[config.mk]
export PLATFORM = sky130hd
export DESIGN_NAME = axi_rd_arbiter
export DESIGN_NICKNAME = d
export VERILOG_FILES = /design/src/rtl/axi_rd_arbiter_pkg.sv /design/src/rtl/rr_pick2.sv /design/src/rtl/axi_rd_arbiter.sv
export SDC_FILE = /design/constraint.sdc
export NUM_CORES = 1
export LEC_CHECK = 0
export CAP_MARGIN = 10
export CORE_AREA = 2 2 138 140
export DETAILED_ROUTE_END_ITERATION = 10
export DIE_AREA = 0 0 140 142
export PLACE_DENSITY_LB_ADDON = 0.3
export SETUP_SLACK_MARGIN = 0.05
export SLEW_MARGIN = 20
export SYNTH_ARGS = -nofsm -noshare
export SYNTH_HDL_FRONTEND = slang
export SYNTH_SLANG_ARGS = --single-unit
[constraint.sdc]
create_clock -name clk -period 5.65 [get_ports clk]
set_clock_uncertainty 0.15 [all_clocks]
set_input_delay 1.13 -clock clk [delete_from_list [all_inputs] [get_ports clk]]
set_output_delay 1.13 -clock clk [all_outputs]
set_load 0.03 [all_outputs]
[src/rtl/axi_rd_arbiter_pkg.sv]
// Shared definitions for the AXI4 read-port arbiter: FSM encoding, AXI field constants
// and the default bus widths also used by the icache and the LSU.
package axi_rd_arbiter_pkg;

  parameter int unsigned DefAddrW = 32;
  parameter int unsigned DefDataW = 64;

  typedef enum logic [1:0] {
    StIdle = 2'd0,
    StAddr = 2'd1,
    StData = 2'd2
  } arb_state_e;

  localparam logic [1:0] AxiBurstFixed = 2'b00;
  localparam logic [1:0] AxiBurstIncr  = 2'b01;
  localparam logic [1:0] AxiBurstWrap  = 2'b10;

  localparam logic [2:0] AxiSize1B = 3'd0;
  localparam logic [2:0] AxiSize2B = 3'd1;
  localparam logic [2:0] AxiSize4B = 3'd2;
  localparam logic [2:0] AxiSize8B = 3'd3;

  localparam logic [1:0] AxiRespOkay   = 2'b00;
  localparam logic [1:0] AxiRespExOkay = 2'b01;
  localparam logic [1:0] AxiRespSlvErr = 2'b10;
  localparam logic [1:0] AxiRespDecErr = 2'b11;

endpackage

[src/rtl/rr_pick2.sv]
// Two-way round-robin pick: a lone requester wins, a tie goes to the one that
// did not own the port last.
module rr_pick2 (
  input  logic [1:0] req,
  input  logic       last_owner,
  output logic       winner
);

  always_comb begin
    winner = req[1];
    if (req == 2'b11) begin
      winner = ~last_owner;
    end
  end

endmodule

[src/rtl/axi_rd_arbiter.sv]
// Shares one AXI4 read port between icache refill (requester 0) and LSU reads (requester 1),
// one transaction at a time, routing R beats back to the owner.
module axi_rd_arbiter
  import axi_rd_arbiter_pkg::*;
#(
  parameter int unsigned ADDR_W = DefAddrW,
  parameter int unsigned DATA_W = DefDataW
) (
  input  logic              clk,
  input  logic              rst,
  input  logic [ADDR_W-1:0] s0_araddr,
  input  logic              s0_arvalid,
  input  logic [1:0]        s0_arburst,
  input  logic [7:0]        s0_arlen,
  input  logic [2:0]        s0_arsize,
  output logic              s0_arready,
  output logic [DATA_W-1:0] s0_rdata,
  output logic [1:0]        s0_rresp,
  output logic              s0_rvalid,
  output logic              s0_rlast,
  input  logic              s0_rready,
  input  logic [ADDR_W-1:0] s1_araddr,
  input  logic              s1_arvalid,
  input  logic [1:0]        s1_arburst,
  input  logic [7:0]        s1_arlen,
  input  logic [2:0]        s1_arsize,
  output logic              s1_arready,
  output logic [DATA_W-1:0] s1_rdata,
  output logic [1:0]        s1_rresp,
  output logic              s1_rvalid,
  output logic              s1_rlast,
  input  logic              s1_rready,
  output logic [ADDR_W-1:0] m_araddr,
  output logic              m_arvalid,
  output logic [1:0]        m_arburst,
  output logic [7:0]        m_arlen,
  output logic [2:0]        m_arsize,
  input  logic              m_arready,
  input  logic [DATA_W-1:0] m_rdata,
  input  logic [1:0]        m_rresp,
  input  logic              m_rvalid,
  input  logic              m_rlast,
  output logic              m_rready,
  output logic              grant,
  output logic              busy,
  output logic              len_err
);

  arb_state_e state_q, state_d;
  logic       grant_q, grant_d;
  logic       last_owner_q, last_owner_d;
  logic [7:0] beat_left_q, beat_left_d;
  logic       winner;
  logic       own_arvalid;
  logic       own_rready;

  rr_pick2 u_pick (
    .req        ({s1_arvalid, s0_arvalid}),
    .last_owner (last_owner_q),
    .winner     (winner)
  );

  assign own_arvalid = grant_q ? s1_arvalid : s0_arvalid;
  assign own_rready  = grant_q ? s1_rready : s0_rready;
  assign grant       = grant_q;
  assign busy        = (state_q != StIdle);

  always_ff @(posedge clk or posedge rst) begin
    if (rst) begin
      state_q      <= StIdle;
      grant_q      <= 1'b0;
      last_owner_q <= 1'b1;
      beat_left_q  <= 8'd0;
    end else begin
      state_q      <= state_d;
      grant_q      <= grant_d;
      last_owner_q <= last_owner_d;
      beat_left_q  <= beat_left_d;
    end
  end

  always_comb begin
    state_d      = state_q;
    grant_d      = grant_q;
    last_owner_d = last_owner_q;
    beat_left_d  = beat_left_q;
    len_err      = 1'b0;
    m_araddr     = '0;
    m_arvalid    = 1'b0;
    m_arburst    = 2'b00;
    m_arlen      = 8'd0;
    m_arsize     = 3'd0;
    m_rready     = 1'b0;
    s0_arready   = 1'b0;
    s0_rdata     = '0;
    s0_rresp     = 2'b00;
    s0_rvalid    = 1'b0;
    s0_rlast     = 1'b0;
    s1_arready   = 1'b0;
    s1_rdata     = '0;
    s1_rresp     = 2'b00;
    s1_rvalid    = 1'b0;
    s1_rlast     = 1'b0;

    unique case (state_q)
      StIdle: begin
        if (s0_arvalid || s1_arvalid) begin
          grant_d = winner;
          state_d = StAddr;
        end
      end
      StAddr: begin
        m_araddr  = grant_q ? s1_araddr : s0_araddr;
        m_arburst = grant_q ? s1_arburst : s0_arburst;
        m_arlen   = grant_q ? s1_arlen : s0_arlen;
        m_arsize  = grant_q ? s1_arsize : s0_arsize;
        m_arvalid = own_arvalid;
        if (grant_q) begin
          s1_arready = m_arready;
        end else begin
          s0_arready = m_arready;
        end
        if (own_arvalid && m_arready) begin
          beat_left_d = grant_q ? s1_arlen : s0_arlen;
          state_d     = StData;
        end else if (!own_arvalid) begin
          // Owner withdrew before the handshake: nothing transferred, fairness untouched.
          state_d = StIdle;
        end
      end
      StData: begin
        m_rready = own_rready;
        if (grant_q) begin
          s1_rdata  = m_rdata;
          s1_rresp  = m_rresp;
          s1_rvalid = m_rvalid;
          s1_rlast  = m_rlast;
        end else begin
          s0_rdata  = m_rdata;
          s0_rresp  = m_rresp;
          s0_rvalid = m_rvalid;
          s0_rlast  = m_rlast;
        end
        if (m_rvalid && own_rready) begin
          len_err = (m_rlast != (beat_left_q == 8'd0));
          if (m_rlast) begin
            state_d      = StIdle;
            last_owner_d = grant_q;
          end else if (beat_left_q != 8'd0) begin
            beat_left_d = beat_left_q - 8'd1;
          end
        end
      end
      default: state_d = StIdle;
    endcase
  end

endmodule

==> results, run 1 <==
- The share of post-route cells with drive strength above 1 is 0.0235.
- Yosys instantiated no cell more often than sky130_fd_sc_hd__and3_1.
- In the synthesized netlist, the cells that appear most often are sky130_fd_sc_hd__and3_1 (72), sky130_fd_sc_hd__and2_1 (70), sky130_fd_sc_hd__nor2_1 (55), sky130_fd_sc_hd__mux2i_1 (47), sky130_fd_sc_hd__clkbuf_1 (29).
- The clock net in this run drives a total of 12 sinks.
- Pin placement for this block handled 353 I/O pins.
- Synthesis handed over a netlist of 358 instances.
- The via count of the routed design is 3,750.
- The average cell area after synthesis is 6.85 sq um.
- By area the synthesized netlist is led by sky130_fd_sc_hd__mux2i_1 (19%), sky130_fd_sc_hd__and3_1 (18%), sky130_fd_sc_hd__and2_1 (18%).
- The share of Yosys cell area claimed by the top area cell type is 0.192.
- The final clock period utilization by the worst path is 0.728.
- The first global-routing pass estimated 21.7 mm of wire.
- In the synthesized netlist the async set-or-reset flop fraction comes to 1.00.
- Counting flops with a built-in enable in the synthesized netlist gives 0.
- After detailed routing, the average wire length per cell comes to 16.3 um.
- The Yosys step of the flow raised 0 warnings.
- VDD sags by at most 194 uV.
- The largest total area in the synthesized netlist belongs to sky130_fd_sc_hd__mux2i_1.
- The setup TNS after final layout is 0 ps.
- At the later pin of the worst-skew pair, clock insertion delay measures 240 ps.
- Data arrives at the worst endpoint at 2830 ps.
- The checks that failed: DRC.
- From synthesis to final layout, the design area changed by 155%.
- CTS built an H-tree with a depth of 1.
- The filler cells instantiated in the layout total 1,922.
- The final-stage net count is 849.
- Among all flip-flop cells after synthesis, the most frequent one is sky130_fd_sc_hd__dfrtp_1.
- The overall routing resource usage is 0.136.
- The worst endpoint required time is 4370 ps.
- Dividing total power by cell area gives a power density of 373 mW/mm^2.
- The overall overflow remaining after global route is 0.
- The die width is 140 um.
- The repair_antennas step left the layout with diodes totalling 0.
- In this run the cell area of the synthesized design comes to 0.00245 sq mm.
- The initial antenna violation count was 1.
- The count of standard-cell rows is 50.
- The initial utilization of the core area, before any placement, comes to 0.133.
- The class of the tightest hold or removal check is flop to flop.
- In this run the power spent charging and discharging nets is 1.28 mW.
- The die covers 0.0199 sq mm.
- At the end of routability-driven placement, the weighted congestion stood at 0.750.
- The design draws 2.33 mW.
- In this run, CTS created clock tree buffers numbering 3.
- The number of nets with antenna violations after detailed routing is 0.
- The final period demand of the worst path is 4110 ps.
- After detailed routing, the number of vias per cell comes to 4.10.
- The internal cell power is 1.05 mW.
- The area of the core region is 0.0185 sq mm.
- The routed wire length is 14.9 mm.
- The category of the most critical setup path is input pin to output pin.
- Of the total power, the share spent switching nets is 0.549.
- The worst setup path is launched from an input pin.
- The power share of the combinational group is 0.839.
- The maximum buffer depth of the clock tree is 2.
- The initial DRC count is 141.
- The CTS tree is done.
- Static timing analysis puts the maximum clock frequency at 243 MHz.
- In the final layout, the multi-input gates occupy 0.00199 sq mm.
- Post-CTS repair changed the size of 0 cells.
- The total setup buffers inserted after CTS is 0.
- The number of global-route vias before repair is 3,661.
- The cell at the root of the clock tree is sky130_fd_sc_hd__clkbuf_16.
- Timing analysis after detailed placement gives a worst setup slack of 1540 ps.
- The top fanout value on the critical path is 9.
- The number of I/O port buffers is 352.
- The clock share of power is 0.057.
- STA classifies the critical path endpoint as an output pin.
- Counting every net in the synthesized netlist gives 525.
- Counting distinct cell types in the post-synthesis netlist gives 37.
- The count of hold-fix buffers inserted at cts is 0.
- After detailed routing, the number of remaining DRC violations is 6.
- Summed over all nets, the half-perimeter wirelength after detailed placement is 11.8 mm.
- The register bit count reported by yosys is 12.
- Measured against its own limit, the worst slew margin works out to 0.339.
- The worst path meets setup with 1540 ps of slack.
- The sequential fraction of the synthesis area is 0.123.
- The transition time of the tightest slew-check pin is 992 ps.
- Across the run, the number of max-cap violations was 0.
- Across all hold checks on the routed design, the worst slack comes to 386 ps.
- The clock input transition at the sequential cells of the worst setup and hold paths is 50 ps.
- The flow ran to the end, but the final reports show violations.
- The die is 142 um tall.
- The max-slew violation count came to 0.
- In this run the static leakage power is 2.72 nW.
- Entering global routing, the biggest net connects 82 pins.
- Setup repair after global routing left no endpoint under its margin.
- For this run, the detailed router's first-pass iteration total came to 10.
- The final count of negative-setup-slack endpoints is 0.
- Summing all flip-flop and latch instances after layout gives 305 sq um.
- The share of power burned in registers is 0.104.
- The final-report hold violation count was 0.
cells in the final DEF, fill, tap and decap left out, types with 2 or more instances in the layout:
cell type	Yosys	layout
sky130_fd_sc_hd__nand3_1	4	4
sky130_fd_sc_hd__inv_1	6	6
sky130_fd_sc_hd__o22a_1	5	5
sky130_fd_sc_hd__nor2b_1	3	2
sky130_fd_sc_hd__a32oi_1	3	3
sky130_fd_sc_hd__nand2b_1	3	2
sky130_fd_sc_hd__nand2_1	5	5
sky130_fd_sc_hd__mux2_2	2	2
sky130_fd_sc_hd__o21ai_0	2	2
sky130_fd_sc_hd__and3_1	72	72
sky130_fd_sc_hd__buf_4	1	5
sky130_fd_sc_hd__a21oi_1	5	5
sky130_fd_sc_hd__mux2i_1	47	47
sky130_fd_sc_hd__ha_1	2	2
sky130_fd_sc_hd__clkdlybuf4s50_1	0	352
sky130_fd_sc_hd__clkbuf_16	0	3
sky130_fd_sc_hd__a22oi_1	3	3
sky130_fd_sc_hd__a31oi_1	4	4
sky130_fd_sc_hd__nand4_1	2	2
sky130_fd_sc_hd__nor3b_1	2	2
sky130_fd_sc_hd__and2_1	70	70
sky130_fd_sc_hd__dfrtp_1	11	10
sky130_fd_sc_hd__o21ai_1	2	2
sky130_fd_sc_hd__nor2_1	55	54
layout make-up:
| class | count | area share |
|---|---|---|
| Timing Repair Buffer | 357 | 0.570 |
| Multi-Input combinational cell | 302 | 0.318 |
| Sequential cell | 12 | 0.0488 |
| Tap cell | 234 | 0.0468 |
| Clock buffer | 4 | 0.0126 |
| Inverter | 6 | 0.00360 |
layer usage:
layer  vias to the layer above  GRT usage  wire, um  part of all wire
met1                      1701      0.173      6290              0.42
met4                         0     0.0165       208             0.014
met3                        16     0.0340       892             0.060
met5                         -          0         0                 0
met2                       150      0.241      7490              0.50
li1                       1883          -         -                 -
stage by stage:
step                       util  cells  instance area (sq um)
final                     0.339    915                   6250
after global routing      0.339    915                   6250
after CTS                 0.339    915                   6250
after detailed placement  0.334    911                   6170
after global placement    0.334    911                   6170
after floorplan               -    358                   2450
worst paths after layout:
kind | slack, ps | start | cells past startpoint | endpoint
worst min-delay path | 390 | beat_left_q[1] | 1 | beat_left_q[1]
min in group asynchronous | 1080 | rst | 2 | beat_left_q[3]
max in group asynchronous | 3880 | rst | 2 | grant
worst max-delay path | 1540 | s1_rready | 5 | len_err
worst max register to register | 2540 | grant | 5 | beat_left_q[3]
worst min register to register | 390 | beat_left_q[1] | 1 | beat_left_q[1]
registers in the layout (all words and copies together), names as in the netlist:
register      cells
last_owner_q      1
grant             1
state_q           2
beat_left_q       8
power groups by stage:
stage / Clock (mW) / Sequential, mW / Combinational (mW)
floorplan: 0 / 0.171 / 1.21
global placement: 0 / 0.246 / 1.98
detailed placement: 0 / 0.245 / 1.97
CTS: 0.135 / 0.244 / 1.98
global route: 0.142 / 0.259 / 2.08
finish: 0.132 / 0.243 / 1.96
logic make-up after synthesis:
family	synth area share
XOR/XNOR	0.00357
AO/OA/AOI/OAI	0.0847
flip-flops	0.123
multiplexers	0.201
AND/OR/NAND/NOR	0.505
buffers and inverters	0.0725
adder cells (fa/ha/maj)	0.0102
worst max-delay path, stage by stage:
cell,delay (ps)
sky130_fd_sc_hd__clkdlybuf4s50_1,470
sky130_fd_sc_hd__mux2_2,260
sky130_fd_sc_hd__nand3_1,140
sky130_fd_sc_hd__nor2_1,150
sky130_fd_sc_hd__clkdlybuf4s50_1,680
Power figures use the tool's default switching activity.
==> inputs of run 2 (changes only) <==
--- a/config.mk
+++ b/config.mk
@@ -6,9 +6,9 @@
 export NUM_CORES = 1
 export LEC_CHECK = 0
 export CAP_MARGIN = 10
-export CORE_AREA = 2 2 138 140
+export CORE_AREA = 2 2 135 137
 export DETAILED_ROUTE_END_ITERATION = 10
-export DIE_AREA = 0 0 140 142
+export DIE_AREA = 0 0 137 139
 export PLACE_DENSITY_LB_ADDON = 0.3
 export SETUP_SLACK_MARGIN = 0.05
 export SLEW_MARGIN = 20
==> constraint.sdc (replaced) <==
create_clock -name clk -period 3.9 [get_ports clk]
set_clock_uncertainty 0.15 [all_clocks]
set_input_delay 0.78 -clock clk [delete_from_list [all_inputs] [get_ports clk]]
set_output_delay 0.78 -clock clk [all_outputs]
set_load 0.03 [all_outputs]
==> results, run 2 (same netlist as run 1, synthesis figures left out) <==
- The number of I/O port buffers is 352 (unchanged).
- The final count of negative-setup-slack endpoints is 0 (unchanged).
- The power density over the cells was 543 mW/mm^2 (+45%).
- In the final layout, the registers with the most flip-flops are beat_left_q x8, state_q x2.
- The number of remaining DRC errors came to 0 (-6).
- Counting I/O delays and the setup requirement, the final critical path takes 3390 ps.
- The ratio of routed vias to standard cells is 4.12 (+0.56%).
- The critical path capture point type is an output pin.
- The number of flip-flops in the largest register is 8 (unchanged).
- The die span in y is 139 um (-2.1%).
- In this run the worst setup path begins at s1_rready.
- The final-report hold violation count is 0 (unchanged).
- The I/O pin total is 353 (unchanged).
- The final weighted congestion in routability-driven placement was 0.802 (+7.0%).
- Setup repair after global routing left no endpoint under its margin.
- STA classifies the critical path startpoint as an input pin.
- The clock latency at the later pin of the worst-skew pair is 240 ps (about the same).
- The tree is rooted in a sky130_fd_sc_hd__clkbuf_16.
- The tightest slew margin relative to the limit came to 0.546 (+0.208).
- The maximum buffer depth of the clock tree was 2 (unchanged).
- The floorplan die area is 0.0190 sq mm (-4.2%).
- The iteration count of the initial detailed-routing pass is 4 (-6).
- The signal on the critical path passes through clkdlybuf4s50_1 > mux2_2 > nand3_1 > nor2_1 > clkdlybuf4s50_1.
- The number of buffers added by the clock tree synthesis step came to 3 (unchanged).
- The count of hold-fix buffers inserted at cts is 0 (unchanged).
- The initial antenna violation count is 0 (-1).
- The total setup buffers inserted after CTS is 0 (unchanged).
- Ranked by flip-flop count, first place goes to beat_left_q.
- Derived from the worst setup path, the maximum achievable clock frequency is 295 MHz.
- The die width was 137 um (-2.1%).
- The delay contributed by the slowest stage of the critical path is 680 ps (about the same).
- The flow ran to the end, and the final reports show no timing, DRC or antenna violations.
- The critical path data arrival time is 2460 ps (-370 ps).
- The class of the tightest hold or removal check is flop to flop.
- The number of filler cells placed in the layout is 1,872 (-2.6%).
- The number of nets with antenna violations after detailed routing is 0 (unchanged).
- The initial DRC count came to 207 (+47%).
- The initial standard-cell utilization of the core is 0.139 (+0.00600).
- The launch instance of the worst register-to-register path is grant.
- The top fanout value on the critical path is 9 (unchanged).
- The transition time of the tightest slew-check pin is 675 ps (-317 ps).
- Broken down by cell family, the worst path's largest delay share belongs to buffers and inverters.
- The number of clock sinks is 12 (unchanged).
- The CTS tree is done.
- The worst endpoint required time is 2970 ps (-1400 ps).
- The startpoint of the worst hold path is state_q[1].
- By instance count, the cell type seen most on the critical path is sky130_fd_sc_hd__clkdlybuf4s50_1.
- The setup slack of the worst register-to-register path is 1240 ps (-1300 ps).
- The final-stage net count is 854 (+0.59%).
- The max-slew violation count is 0 (unchanged).
- The library cell used most frequently in the layout, excluding fill and tap cells, is sky130_fd_sc_hd__clkdlybuf4s50_1.
- The number of global-route vias before repair was 3,954 (+8.0%).
- The largest net degree at the start of global routing is 54 (-34%).
- The total instance count after detailed placement is 911 (unchanged).
- From synthesis to final layout, the design area changed by 157%.
- The area of the core region is 0.0177 sq mm (-4.3%).
- The count of antenna diodes in the layout is 0 (unchanged).
- The count of instances resized after the clock tree is built is 0 (unchanged).
- The maximum level of the CTS H-tree was 1 (unchanged).
- The leakage power total is 2.75 nW (+1.2%).
- The count of standard-cell rows is 49 (-2.0%).
- The overall routing resource usage is 0.149 (+0.0126).
- The worst ir drop on vdd was 289 uV (+49%).
- The HPWL after detailed placement is 12.0 mm (+1.8%).
- The via count of the routed design came to 3,771 (+0.56%).
- The final routed wire length divided by cell count is 16.1 um (-0.83%).
- The setup TNS after final layout is 0 ps (unchanged).
- The final clock period utilization by the worst path is 0.869.
- The slowest stage cell on the critical path is sky130_fd_sc_hd__clkdlybuf4s50_1.
- The number of maximum-capacitance constraint violations is 0 (unchanged).
- The clock input transition at the sequential cells of the worst setup and hold paths is 40 ps (about the same).
- The top cell types in the final layout, fill and taps aside, are sky130_fd_sc_hd__clkdlybuf4s50_1 (352), sky130_fd_sc_hd__and3_1 (72), sky130_fd_sc_hd__and2_1 (70).
- The first-pass GRT wire length is 22.6 mm (+3.8%).
- The overall overflow remaining after global route is 0 (unchanged).
- The count of buffer and inverter cells on the critical path was 2 (unchanged).
- The category of the most critical setup path is input pin to output pin.
- The share of post-route cells with drive strength above 1 is 0.0321 (+0.00858).
- The routed wire length was 14.8 mm (-0.83%).
- The post-route non-filler standard cell count came to 915 (unchanged).
## run 2: cell count changes in the layout (fill, tap and decap cells not counted), sizes merged
cell	previous run	this run
buf	5	10
## run 2: layer usage
layer  vias up  wire, um  global-route usage
met2       142      7630               0.268
met5         -         0                   0
met3        14       875              0.0318
met1      1712      6080               0.183
li1       1903         -                   -
met4         0       174              0.0201
## run 2: where the power goes
part           switching [mW]  total [mW]  internal [mW]
combinational            1.69        2.91           1.22
sequential              0.101       0.297          0.195
clock                  0.0557       0.211          0.155
## run 2: per-stage QoR
step	power, mW	worst slack (ps)	utilization	hold WS, ps	cell area (sq um)
floorplan	2.01	1120	-	312	2450
detailed placement	3.23	513	0.352	376	6210
global placement	3.25	539	0.352	370	6210
global route	3.63	368	0.357	421	6300
CTS	3.45	511	0.357	386	6300
finish	3.42	511	0.357	384	6300
## run 2: final cells by class
type	count	area [sq um]	share of cell area
repair buffers	362	3610	0.573
well taps	229	287	0.0455
flip-flops and latches	12	305	0.0484
inverters	6	22.5	0.00357
clock buffers	4	88.8	0.0141
multi-input cells	302	1990	0.316
## run 2: worst paths after layout
kind,endpoint,depth (start not counted)
worst min-delay path,state_q[0],1
min in group asynchronous,grant,2
worst max-delay path,len_err,5
max in group asynchronous,grant,2
worst max register to register,beat_left_q[0],5
worst min register to register,state_q[0],1
